[src/rtl/irq_pending_pkg.sv]
// Shared constants and FSM state type for the irq_pending block.
package irq_pending_pkg;
    localparam int N_REQ = 8;
    localparam int IDX_W = 3;

    typedef enum logic {
        IDLE    = 1'b0,
        PRESENT = 1'b1
    } state_t;
endpackage

[src/rtl/prio_enc8.sv]
// Combinational highest-set-bit encoder: 8-bit vector in, 3-bit index out.
// An all-zero input yields index 0.
module prio_enc8 (
    input  logic [7:0] vec,
    output logic [2:0] idx
);
    always_comb begin
        idx = 3'b000;
        for (int i = 0; i < 8; i++) begin
            if (vec[i]) idx = 3'(i);
        end
    end
endmodule

[src/rtl/irq_pending.sv]
// Pending-request register plus a two-state presenter that grants the highest eligible line.
// Define IRQ_PENDING_EDGE_EN for rising-edge capture; the default is level capture.
module irq_pending #(
    parameter int N_REQ = irq_pending_pkg::N_REQ
) (
    input  logic                           clk,
    input  logic                           rst,
    input  logic [N_REQ-1:0]               req_in,
    input  logic [N_REQ-1:0]               mask,
    output logic                           d_valid,
    output logic [irq_pending_pkg::IDX_W-1:0] d_out,
    input  logic                           d_ack,
    output logic [N_REQ-1:0]               pend,
    output irq_pending_pkg::state_t        dbg_state
);
    import irq_pending_pkg::*;

    // Handshake: d_out is held stable while d_valid=1; a transfer happens on a
    // rising edge where d_valid=1 and d_ack=1. d_ack while d_valid=0 is ignored.

    state_t             state;
    logic [N_REQ-1:0]   p;
    logic [N_REQ-1:0]   set;
    logic [N_REQ-1:0]   clr;
    logic [N_REQ-1:0]   elig;
    logic [IDX_W-1:0]   top_idx;

`ifdef IRQ_PENDING_EDGE_EN
    logic [N_REQ-1:0]   req_q;

    always_ff @(posedge clk or posedge rst) begin
        if (rst) req_q <= '0;
        else     req_q <= req_in;
    end

    assign set = req_in & ~req_q;
`else
    assign set = req_in;
`endif

    assign clr  = (state == PRESENT && d_ack) ? (N_REQ'(1) << d_out) : '0;
    assign elig = p & ~mask;

    // Clear is applied first so a same-cycle set survives.
    always_ff @(posedge clk or posedge rst) begin
        if (rst) p <= '0;
        else     p <= (p & ~clr) | set;
    end

    prio_enc8 u_enc (
        .vec (elig),
        .idx (top_idx)
    );

    always_ff @(posedge clk or posedge rst) begin
        if (rst) begin
            state   <= IDLE;
            d_valid <= 1'b0;
            d_out   <= '0;
        end else begin
            case (state)
                IDLE: begin
                    if (elig != '0) begin
                        state   <= PRESENT;
                        d_valid <= 1'b1;
                        d_out   <= top_idx;
                    end
                end
                PRESENT: begin
                    if (d_ack) begin
                        state   <= IDLE;
                        d_valid <= 1'b0;
                    end
                end
                default: begin
                    state   <= IDLE;
                    d_valid <= 1'b0;
                end
            endcase
        end
    end

    assign pend      = p;
    assign dbg_state = state;
endmodule
[config.mk]
export PLATFORM = sky130hd
export DESIGN_NAME = irq_pending
export DESIGN_NICKNAME = d
export VERILOG_FILES = /design/src/rtl/irq_pending_pkg.sv /design/src/rtl/prio_enc8.sv /design/src/rtl/irq_pending.sv
export SDC_FILE = /design/constraint.sdc
export NUM_CORES = 1
export LEC_CHECK = 0
export BUFFER_PORTS_ARGS = -buffer_cell sky130_fd_sc_hd__buf_4
export CAP_MARGIN = 25
export CORE_MARGIN = 2
export CORE_UTILIZATION = 40
export CTS_CLUSTER_SIZE = 16
export DETAILED_ROUTE_END_ITERATION = 16
export HOLD_SLACK_MARGIN = 0.02
export PLACE_DENSITY = 0.7
export REMOVE_ABC_BUFFERS = 1
export SLEW_MARGIN = 10
export SYNTH_ARGS = -nofsm -noshare
export SYNTH_HDL_FRONTEND = slang
export SYNTH_HIERARCHICAL = 1
export SYNTH_SLANG_ARGS = --single-unit
[constraint.sdc]
create_clock -name clk -period 2.3 [get_ports clk]
set_clock_uncertainty 0.15 [all_clocks]
set_input_delay 0.23 -clock clk [delete_from_list [all_inputs] [get_ports clk]]
set_output_delay 0.23 -clock clk [all_outputs]
set_load 0.05 [all_outputs]
==> summary by stage <==
STA
The actual transition at the worst max-transition pin is 0.530 ns. The final max-slew violation count came to 0. The period utilization is 72.3%. The total negative slack is 0 ns. The worst hold slack is 0.122 ns. Setup violations remaining at the end of the flow were counted as 0. The minimum clock period is 1.66 ns. The hold violation total from the final report is 0. The relative slew slack is 64.6%. Setup repair after global routing left no endpoint under its margin. Derived from the worst setup path, the maximum achievable clock frequency is 0.602 GHz.

Clock tree
The later-pin clock latency in the skew report is 0.28 ns. The post-CTS repair timing setup buffer count is 0. Clock-pin slew was measured on the worst setup and hold paths at 0.09 ns. CTS built an H-tree with a depth of 1. The clock root buffer is sky130_fd_sc_hd__clkbuf_4. The maximum buffer depth of the clock tree is 2. Buffers inserted during clock tree synthesis total 3. The clock sink total is 13. TritonCTS built the clock tree.

Global route
The initial antenna violation count was 0. Entering global routing, the biggest net connects 14 pins. The number of global-route vias before repair is 612. The first global-routing pass estimated 2500 um of wire. For this run the aggregate overflow at the end of global routing stands at 0.

Global routing used 17.4% of the available tracks.

Finish
Leaving out fill and tap cells, the most frequent cells in the layout are sky130_fd_sc_hd__buf_4, sky130_fd_sc_hd__dfrtp_1, sky130_fd_sc_hd__dlygate4sd3_1. After the last flow step, the layout net total stands at 125. The sequential cell area is 325 sq um. Leaving out fill and tap cells, the most frequent cell in the layout is sky130_fd_sc_hd__buf_4. The final standard cell utilization of the core is 66.9%. The filler cells instantiated in the layout total 136.

The post-route netlist has 41.0% of its cells at a drive strength greater than 1. Summing all multi-input logic gate instances after layout gives 338 sq um. The antenna diode instance count is 0. The signed area change from the synthesized netlist to the final layout is 53.0%.

Min path
In this run the worst hold path is classified as input port to flip-flop.

Critical path
For the worst setup path, the data required time is 2.31 ns. The signal arrival time at the worst endpoint is 1.67 ns. STA classifies the critical path endpoint as a flip-flop. The minimum setup slack among reg-to-reg paths is 0.64 ns. The kind of cell with the highest combined delay along the critical path is simple AND/OR/NAND/NOR gates. The worst setup path is launched from a flip-flop. The buffer and inverter count on the worst path is 0. On the worst path, the slowest cell contributes a delay of 0.40 ns. By startpoint and endpoint, the worst setup path is classified as flip-flop to flip-flop.

The peak fanout along the critical path is 4. The signal on the critical path passes through nor2b_4 -> nor4_2 -> a21oi_2 -> mux2_1. The cell with the largest stage delay on the worst path is sky130_fd_sc_hd__dfrtp_1.

Floorplanning
The floorplan step defined a die boundary enclosing 0.00205 sq mm. Measured along the y axis, the die boundary spans 45.3 um. For this configuration, the core starts out at a cell density of 43.7%.

The initialized floorplan defines 14 standard-cell rows. The overall die width is 45.3 um. In this run the standard cell core region covers 0.00156 sq mm. The number of top-level design ports is 32.

Synth
Sorting the synthesized cells by area gives the leading types as sky130_fd_sc_hd__dfrtp_1, sky130_fd_sc_hd__nor2b_4, sky130_fd_sc_hd__a21o_1. The synthesized design contains 13 register bits. The per-instance average area after synthesis is 10.8 sq um. The Yosys step of the flow raised 6 warnings. Synthesis instantiated 22 different standard cells from the library.

The post-synthesis instance total is 63. The cell type with the largest total area after synthesis is sky130_fd_sc_hd__dfrtp_1. The area share of the largest cell type after synthesis is 47.7%. The post-synthesis instance area is 682 sq um. The register area share after synthesis is 47.7%.

Drt
The detailed router placed 630 vias in this run. In this run, the number of DRC markers left after iteration 0 of detailed routing was 7. After detailed routing, the number of vias per cell comes to 5.21. For this block, the routed nets add up to 1620 um of wire. The routed length per instance is 13.4 um. The remaining routing DRC violations is 0. The number of nets with antenna violations after routing is 0.

The pre-antenna-repair detailed-routing pass consisted of 4 iterations.

Status
The flow ran to the end, and the final reports show no timing, DRC or antenna violations.

Power and ir drop
The power density normalized to cell area is 609 mW/mm^2. The analysis attributes to cell leakage a power of 0.000453 uW. The worst-case IR drop observed on VDD is 313 uV.

Placement
The number of input and output port buffers inserted is 31. The global placement routability congestion is 0.760. The wire-length estimate of the detail-placed layout is 1170 um.

Flow run
Across the run, the number of max-cap violations was 0.
what timing repair did:
item                      in CTS  in global routing
hold endpoints to repair      21                  0
hold buffers                   9                  0
gates resized for setup        0                  0
flip-flops by register name, indices dropped and copies added (netlist names):
signal and count:
pend 8, d_out 3, d_valid 1, dbg_state 1
cells by family after synthesis:
logic type / share of synthesized area (%)
AOI/OAI and AO/OA: 14.3
buffers and inverters: 2.75
DFF: 47.7
muxes: 4.95
and+or+nand+nor: 30.3
worst min-delay path: stages:
cell and delay [ns]:
sky130_fd_sc_hd__buf_4 0.08, sky130_fd_sc_hd__nand2_1 0.08, sky130_fd_sc_hd__o21a_1 0.12
metrics by stage:
stage	cell area, sq um	cells	worst slack [ns]	total power (uW)
after floorplan	674	61	0.471	404
after global placement	927	108	0.713	479
after detailed placement	927	108	0.658	482
after CTS	1040	121	0.626	643
after global routing	1040	121	0.546	666
final	1040	121	0.638	636
path summary, 6_finish.rpt:
path | from | cells after the start | to
max | pend[5] | 4 | d_out[2]
min | d_ack | 3 | d_valid
max reg2reg | pend[5] | 4 | d_out[2]
min reg2reg | pend[2] | 1 | pend[2]
max in group asynchronous | rst | 3 | d_out[1]
min in group asynchronous | rst | 3 | pend[0]
final cells by class:
class / count / area share, %
Multi-Input combinational cell: 45 / 32.4
Sequential cell: 13 / 31.2
Clock buffer: 4 / 2.52
Inverter: 3 / 1.08
Tap cell: 16 / 1.92
Timing Repair Buffer: 40 / 30.9
cells in the mapped netlist, drive strengths merged:
| master | instances |
|---|---|
| nand2b | 3 |
| or3b | 2 |
| nor4 | 2 |
| inv | 2 |
| nand3 | 2 |
| mux2 | 3 |
| o31ai | 2 |
| dfrtp | 13 |
| o21a | 1 |
| o41ai | 1 |
| and2 | 1 |
| nor2 | 3 |
| clkinv | 1 |
| a21oi | 3 |
| o21ai | 2 |
| nor2b | 8 |
| a21o | 5 |
| nand2 | 4 |
| nand3b | 3 |
| clkbuf | 2 |
power by group:
part           switching [uW]  total, uW  internal (uW)
Sequential               30.3        278            248
Combinational             121        211           89.7
Clock                    79.5        147           67.3
per-layer routing:
layer	GRT usage, %	share of wire, %	routed length (um)
met1	19.7	44	711
met2	31.1	51	827
met3	4.00	4.0	64
met4	7.06	0.86	14
met5	0	0	0
(Power assumes the default switching activity.)
